==> config.mk <==
export PLATFORM = sky130hd
export DESIGN_NAME = pipe_mem_arbiter
export DESIGN_NICKNAME = d
export VERILOG_FILES = /design/src/rtl/pipe_mem_arbiter.sv
export SDC_FILE = /design/constraint.sdc
export NUM_CORES = 1
export LEC_CHECK = 0
export CAP_MARGIN = 15
export CORE_AREA = 2 2 111 113
export CTS_CLUSTER_DIAMETER = 120
export DETAILED_ROUTE_END_ITERATION = 7
export DIE_AREA = 0 0 113 115
export PLACE_DENSITY = 0.55
export SYNTH_ARGS = -nofsm -noshare
export SYNTH_HDL_FRONTEND = slang
export SYNTH_SLANG_ARGS = --single-unit
==> constraint.sdc <==
create_clock -name clk1 -period 7.1 [get_ports clk1]
set_input_delay 1.775 -clock clk1 [delete_from_list [all_inputs] [get_ports clk1]]
set_output_delay 1.775 -clock clk1 [all_outputs]
set_load 0.01 [all_outputs]
==> src/rtl/pipe_mem_arbiter.sv <==
// Single-port arbiter that shares one 1024x32 memory between instruction fetch (I),
// MEM-stage load/store (D) and the halted-core loader (L), and routes read data back to the requester.
module pipe_mem_arbiter #(
  parameter int AW         = 10,
  parameter int DW         = 32,
  parameter int STARVE_MAX = 4
) (
  input  logic          clk1,
  input  logic          rst,
  input  logic          halted,

  input  logic          i_req,
  input  logic [AW-1:0] i_addr,
  output logic          i_gnt,
  output logic          i_rvalid,
  output logic [DW-1:0] i_rdata,

  input  logic          d_req,
  input  logic          d_we,
  input  logic [AW-1:0] d_addr,
  input  logic [DW-1:0] d_wdata,
  output logic          d_gnt,
  output logic          d_rvalid,
  output logic [DW-1:0] d_rdata,

  input  logic          l_req,
  input  logic          l_we,
  input  logic [AW-1:0] l_addr,
  input  logic [DW-1:0] l_wdata,
  output logic          l_gnt,
  output logic          l_rvalid,
  output logic [DW-1:0] l_rdata,

  output logic          mem_en,
  output logic          mem_we,
  output logic [AW-1:0] mem_addr,
  output logic [DW-1:0] mem_wdata,
  input  logic [DW-1:0] mem_rdata,

  output logic [3:0]    starve_cnt
);

  typedef enum logic [1:0] {
    OWN_NONE = 2'd0,
    OWN_I    = 2'd1,
    OWN_D    = 2'd2,
    OWN_L    = 2'd3
  } owner_t;

  localparam logic [3:0] STARVE_LIM = 4'(STARVE_MAX);

  logic [3:0] r_starve_cnt;
  owner_t     r_owner;

  logic       w_i_elig;
  logic       w_d_elig;
  logic       w_l_elig;
  logic       w_starved;
  logic       w_i_gnt;
  logic       w_d_gnt;
  logic       w_l_gnt;
  owner_t     w_owner_next;
  logic [3:0] w_starve_next;

  // Reset masks every grant so nothing touches memory while the core is being reset.
  assign w_i_elig  = i_req & ~halted & ~rst;
  assign w_d_elig  = d_req & ~halted & ~rst;
  assign w_l_elig  = l_req &  halted & ~rst;
  assign w_starved = (r_starve_cnt >= STARVE_LIM);

  assign w_i_gnt = w_i_elig & (~w_d_elig | w_starved);
  assign w_d_gnt = w_d_elig & ~w_i_gnt;
  assign w_l_gnt = w_l_elig;

  assign i_gnt = w_i_gnt;
  assign d_gnt = w_d_gnt;
  assign l_gnt = w_l_gnt;

  always_comb begin
    mem_en    = 1'b0;
    mem_we    = 1'b0;
    mem_addr  = '0;
    mem_wdata = '0;
    if (w_i_gnt) begin
      mem_en   = 1'b1;
      mem_addr = i_addr;
    end else if (w_d_gnt) begin
      mem_en    = 1'b1;
      mem_we    = d_we;
      mem_addr  = d_addr;
      mem_wdata = d_wdata;
    end else if (w_l_gnt) begin
      mem_en    = 1'b1;
      mem_we    = l_we;
      mem_addr  = l_addr;
      mem_wdata = l_wdata;
    end
  end

  always_comb begin
    w_starve_next = r_starve_cnt;
    if (halted) begin
      w_starve_next = r_starve_cnt;
    end else if (!i_req || w_i_gnt) begin
      w_starve_next = 4'd0;
    end else if (r_starve_cnt != 4'd15) begin
      w_starve_next = r_starve_cnt + 4'd1;
    end
  end

  // Only reads claim the return slot; writes leave it empty.
  always_comb begin
    w_owner_next = OWN_NONE;
    if (w_i_gnt) begin
      w_owner_next = OWN_I;
    end else if (w_d_gnt && !d_we) begin
      w_owner_next = OWN_D;
    end else if (w_l_gnt && !l_we) begin
      w_owner_next = OWN_L;
    end
  end

  always_ff @(posedge clk1) begin
    if (rst) begin
      r_starve_cnt <= 4'd0;
      r_owner      <= OWN_NONE;
    end else begin
      r_starve_cnt <= w_starve_next;
      r_owner      <= w_owner_next;
    end
  end

  assign starve_cnt = r_starve_cnt;

  // A read in flight when reset arrives is dropped in the same cycle.
  assign i_rvalid = (r_owner == OWN_I) & ~rst;
  assign d_rvalid = (r_owner == OWN_D) & ~rst;
  assign l_rvalid = (r_owner == OWN_L) & ~rst;

  assign i_rdata = mem_rdata;
  assign d_rdata = mem_rdata;
  assign l_rdata = mem_rdata;

endmodule

==> run_results.csv, run 1 <==
group,metric,value,unit
pwr,seq_power_share,0.142,
routing,drcViolationCount,19,
pwr,combPwrFrac,0.497,
cts,cts-root-buf,"clkbuf_16",
sta,finalHoldViolCount,0,
worst_hold_path,hold_start,"starve_cnt[0]$_SDFFE_PP0P_",
cts,cts_buffers,3,
yosys,syn_area_per_cell,7.92,um2
global_route,grt_pass1_vias,1668,
cts,cts_tree,"done",
sta,setup_violations,0,
yosys,yosysSeqAreaShare,0.0729,
placed_design,dpl.hpwl,4.73,mm
routing,wl_per_cell,14.4,um
pwr,peakVddDrop,56.4,uV
placed_design,post-place-ws,1.06,ns
sta,finalWorstSetupSlack,1.10,ns
layout,drive_gt1_frac,0.0577,
yosys,syn_nets,343,
outcome,violations,"DRC",
sta,finalCritPeriodShare,0.845,
global_route,gr-total-overflow,0,
layout,fill_cells,1303,
worst_setup_path,setup.worst_path.end_class,"output port",
yosys,ys_types,28,
sta,skew,0.000489,ns
routing,post_drt_via_cell_ratio,3.96,
routing,vias,1611,
yosys,synthTopCellsByCount,"buf_4 (100), a22o_1 (32), nor2_1 (12)",
cts,clkLatencyLatePin,0.23,ns
routing,drt_iter0_drc,71,
layout,nNetsFinal,397,
floorplan,floorplan.rows,40,
pwr,power_switching,0.0000587,W
routing,ant_nets,0,
worst_setup_path,cp.arrival,4.22,ns
layout,syn2layout_area_growth,62.4,%
layout,antennaDiodeCount,0,
yosys,synth_ff_type,"dfxtp_1",
global_route,grt.total_usage,0.0801,
sta,rsz0062_at_grt,"false",
cts,ctsResizeCount,0,
pwr,pwr_density_cell,94.2,nW/um2
sta,max_freq,167,MHz
global_route,grt_pass1_wl,8.40,mm
cts,ctsHoldBuffers,0,
run,maxCapViolations,0,
worst_hold_path,hp-class,"flop to flop",
floorplan,dieArea,13000,um2
worst_setup_path,reg2reg_from,"starve_cnt[2]$_SDFFE_PP0P_",
layout,seq_area,120,um2
global_route,grt_start_max_net_pins,46,
yosys,yosys.area.top_type,"buf_4",
worst_setup_path,crit_path_start,"rst",
cts,clkSinkCount,6,
sta,slew_viol_final,0,
worst_setup_path,critical_path.max_fanout,45,
yosys,ys_ff_latch,6,
placed_design,port_buffers,155,
routing,firstDrtPassIters,7,
placed_design,routabilityCongestion,0.708,
yosys,netlist_instances,208,
floorplan,start_util,0.140,
worst_setup_path,required,5.33,ns
pwr,p_clk_frac,0.362,
yosys,syn-cell-area,1650,um2
yosys,ys_async_sr_fraction,0,
worst_setup_path,worst-setup-path-type,"primary input to output port",
floorplan,die-height,115,um
floorplan,io_pins,284,
pwr,sw_frac_of_total,0.233,
routing,wl,5.88,mm
layout,final_util,0.227,
global_route,antenna_found_initial,0,
sta,maxSlewHeadroom,0.454,
layout,multi_input_area,716,um2
sta,fin_crit,6.00,ns
cts,clkTransAtPathRegs,0.03,ns
cts,post_cts.repair.setup_buffers,0,
sta,fin_tns_setup,0,ns
floorplan,die_w,113,um
floorplan,fp.coreArea,11800,um2
yosys,yosysMostFrequentCell,"buf_4",
cts,ctsLongestPathBuffers,2,
yosys,synth.top_cell.area_share,0.456,
sta,tightest_slew,0.818,ns
pwr,p_leak,0.985,nW
outcome,status,"complete, but fails checks",
worst_setup_path,worstSetupStartpointType,"primary input",
pwr,intPower,0.000193,W
cts,htreeDepth,1,
yosys,ys_warn_count,0,
yosys,netlist_top_cells_area,"buf_4 (46%), a22o_1 (17%), dfxtp_1 (7.3%), a22oi_1 (5.0%), mux2_1 (4.1%)",
yosys,synth_edf_count,0,
==> critical path, stage by stage <==
cell and delay, ns:
clkdlybuf4s50_1 0.59, nand3b_1 0.31, inv_2 0.64, a22o_1 0.24
mux2_2 0.14, clkdlybuf4s50_1 0.53
==> layout by cell type (no fill, tap or decap), drive strengths merged, types with 2 or more instances in the layout <==
master / Yosys / layout
clkdlybuf4s50: 0 / 155
dfxtp: 6 / 6
clkbuf: 0 / 3
nor2: 12 / 12
inv: 4 / 4
nand3b: 2 / 2
a22oi: 11 / 11
mux2: 10 / 10
a21oi: 2 / 2
nor3b: 6 / 6
buf: 108 / 2
nand2: 3 / 3
o21ai: 2 / 2
a22o: 32 / 32
==> worst paths after layout <==
kind | to | depth (start not counted) | slack (ns)
worst max-delay path | mem_addr[9] | 6 | 1.10
worst min-delay path | starve_cnt[0]$_SDFFE_PP0P_ | 2 | 0.50
worst max register to register | r_owner[0]$_SDFF_PP0_ | 3 | 5.70
worst min register to register | starve_cnt[0]$_SDFFE_PP0P_ | 2 | 0.50
==> cell type report <==
cell class                      count  share of cell area
Clock buffer                        3              0.0281
Inverter                            4             0.00561
Multi-Input combinational cell     90               0.267
Sequential cell                     6              0.0449
Tap cell                          147              0.0687
Timing Repair Buffer              157               0.585
==> through the flow <==
step | instances | hold slack [ns] | area, um2 | total power (W)
6_report | 407 | 0.503 | 2680 | 0.000252
5_1_grt | 407 | 0.539 | 2680 | 0.000265
4_1_cts | 407 | 0.502 | 2680 | 0.000256
3_5_place_dp | 404 | 0.498 | 2600 | 0.000162
3_3_place_gp | 404 | 0.487 | 2600 | 0.000161
2_1_floorplan | 208 | 0.508 | 1650 | 0.000129
==> cells by family (layout without fill, tap and decap cells) <==
family          after synthesis  after routing  share of synthesized area
compound gates               53             53                      0.260
fa+ha+maj                     1              1                    0.00759
buf+inv                     112            164                      0.493
flops                         6              6                     0.0729
mux                          10             10                     0.0683
simple gates                 26             26                     0.0979
==> routing by layer <==
layer | global-route usage | wire length (um)
met3 | 0.0269 | 718
met4 | 0.0431 | 187
met5 | 0 | 0
met1 | 0.0728 | 1860
met2 | 0.156 | 3110
==> registers in the layout, indices dropped and copies added, names as in the netlist <==
register,cells
r_owner,2
starve_cnt,4
==> power by group through the flow <==
stage	combinational (W)	sequential [W]	clock (W)
final	0.000125	0.0000358	0.0000912
after global routing	0.000133	0.0000359	0.0000956
after CTS	0.000127	0.0000357	0.0000934
after detailed placement	0.000126	0.0000362	0
after global placement	0.000125	0.0000362	0
after floorplan	0.0000924	0.0000362	0
No activity file was read; power rests on OpenSTA's default activity.
==> run 2, diff against run 1 <==
CORE_AREA = 2 2 110 112   (was 2 2 111 113)
DIE_AREA = 0 0 112 114   (was 0 0 113 115)
PLACE_DENSITY = 0.56   (was 0.55)
clock period = 5.9 ns   (was 7.1 ns; I/O delays follow)
==> run 2 against run 1 <==
Effect of this change:
- the run now ends clean
- design area increased by 0.79%
- flip-flop and latch count stayed put
- global-route usage is 0.69 points higher
- sequential power grew 20%
- clock-buffer cell count unchanged
- cell count grew 0.49%
- clock skew about the same
- non-clock buffer count up 2
- first-iteration DRC count down 62%
- largest power group unchanged
- die area decreased by 1.7%
- register-to-register slack lost 1.1 ns
==> run_results.csv, run 2 (synthesis results as in run 1) <==
group,metric,value,unit
layout,multi_input_area,722,um2
layout,largest_reg_flops,4,
floorplan,die_w,112,um
worst_setup_path,cp.arrival,3.91,ns
cts,cts_buffers,3,
pwr,p_leak,0.999,nW
floorplan,die-height,114,um
worst_setup_path,r2r_cells,4,
sta,fin_crit,5.39,ns
worst_setup_path,r2r_slack,4.57,ns
floorplan,start_util,0.141,
routing,firstDrtPassIters,4,
global_route,grt_pass1_wl,8.87,mm
layout,final_common_cell,"clkdlybuf4s50_1",
placed_design,routabilityCongestion,0.786,
layout,nNetsFinal,399,
routing,ant_nets,0,
routing,drt_iter0_drc,27,
layout,drive_gt1_frac,0.0649,
worst_hold_path,hold_start,"starve_cnt[0]$_SDFFE_PP0P_",
routing,post_drt_via_cell_ratio,3.98,
global_route,grt_start_max_net_pins,31,
routing,top_layer,"met4",
sta,fin_tns_setup,0,ns
cts,ctsLongestPathBuffers,2,
routing,wl,6.04,mm
global_route,gr-total-overflow,0,
sta,skew,0.000831,ns
sta,rsz0062_at_grt,"false",
worst_setup_path,worst-setup-path-type,"primary input to output port",
sta,max_freq,186,MHz
placed_design,port_buffers,155,
worst_setup_path,setup.worst_path.end_class,"output port",
pwr,peakVddDrop,66.1,uV
layout,seq_area,120,um2
cts,cts_tree,"done",
global_route,grt_pass1_vias,1760,
floorplan,fp.coreArea,11700,um2
sta,finalCritPeriodShare,0.913,
cts,clkTransAtPathRegs,0.03,ns
routing,met3_wirelength,805,um
worst_hold_path,hp-class,"flop to flop",
sta,tightest_slew,0.476,ns
cts,ctsResizeCount,0,
layout,fill_cells,1284,
floorplan,io_pins,284,
floorplan,dieArea,12800,um2
routing,dr_wl_met2,3.12,mm
cts,cts-root-buf,"clkbuf_16",
pwr,pwr_density_cell,113,nW/um2
sta,setup_violations,0,
cts,clkSinkCount,6,
cts,ctsHoldBuffers,0,
routing,vias,1626,
sta,hold_slack,0.521,ns
global_route,antenna_found_initial,0,
routing,drcViolationCount,0,
routing,route.layer.met1.wl,1.90,mm
layout,final_cell_mix,"clkdlybuf4s50_1 (155), a22o_1 (32), nor2_1 (12)",
worst_hold_path,hold_path_depth,2,
worst_hold_path,min_to,"starve_cnt[0]$_SDFFE_PP0P_",
layout,syn2layout_area_growth,63.7,%
outcome,status,"finished, final reports clean",
cts,clkLatencyLatePin,0.23,ns
cts,htreeDepth,1,
sta,finalHoldViolCount,0,
run,maxCapViolations,0,
sta,maxSlewHeadroom,0.682,
global_route,grt.total_usage,0.0870,
worst_setup_path,worstSetupStartpointType,"primary input",
worst_setup_path,reg2reg_from,"starve_cnt[2]$_SDFFE_PP0P_",
routing,wl_per_cell,14.8,um
sta,slew_viol_final,0,
layout,antennaDiodeCount,0,
worst_setup_path,required,4.43,ns
worst_setup_path,critical_path.max_fanout,23,
placed_design,dpl.hpwl,4.94,mm
floorplan,floorplan.rows,40,
worst_setup_path,rr_endpoint,"r_owner[0]$_SDFF_PP0_",
cts,post_cts.repair.setup_buffers,0,
==> run 2: per-stage QoR <==
step | setup slack (ns) | instance area (um2) | std cells | util | total power, W
5_1_grt | 0.350 | 2700 | 409 | 0.230 | 0.000319
4_1_cts | 0.478 | 2700 | 409 | 0.230 | 0.000310
3_3_place_gp | 0.532 | 2620 | 406 | 0.224 | 0.000197
2_1_floorplan | 1.74 | 1650 | 208 | - | 0.000155
6_report | 0.514 | 2700 | 409 | 0.230 | 0.000305
3_5_place_dp | 0.490 | 2620 | 406 | 0.224 | 0.000197
==> run 2: power breakdown <==
part / total [W] / internal, W / switching, W
Clock: 0.000110 / 0.0000870 / 0.0000229
Sequential: 0.0000431 / 0.0000421 / 0.00000107
Combinational: 0.000152 / 0.000105 / 0.0000477
Total: 0.000305 / 0.000234 / 0.0000716
==> run 2: worst max path at each step <==
stage / startpoint / end / slack (ns) / depth (start not counted)
after floorplan: halted / mem_addr[3] / 1.74 / 5
after global placement: rst / mem_addr[3] / 0.53 / 6
after detailed placement: rst / mem_addr[3] / 0.49 / 6
after CTS: rst / mem_addr[3] / 0.48 / 6
after global routing: rst / mem_wdata[21] / 0.35 / 6
final: rst / mem_wdata[9] / 0.51 / 6
==> run 2: routing by layer <==
metal,up-vias,global-route usage
li1,748,-
met1,694,0.0752
met2,150,0.172
met3,34,0.0351
met4,0,0.0431
met5,-,0
==> run 2: layout make-up <==
type | count | share of cell area
flip-flops and latches | 6 | 0.0445
clock buffers | 3 | 0.0278
well taps | 147 | 0.0682
inverters | 4 | 0.00557
repair buffers | 159 | 0.586
multi-input cells | 90 | 0.268
==> run 2: critical path, cell delays in order <==
cell and delay, ns:
clkdlybuf4s50_1 0.63, nor3b_4 0.53, nand2_1 0.18, inv_2 0.34, a22o_1 0.22, clkdlybuf4s50_1 0.53
==> run 3, diff against run 2 <==
SLEW_MARGIN = 25   (was default)
==> results of run 3 <==
Same layout as run 2: the final DEF is identical, and so are final timing and power.
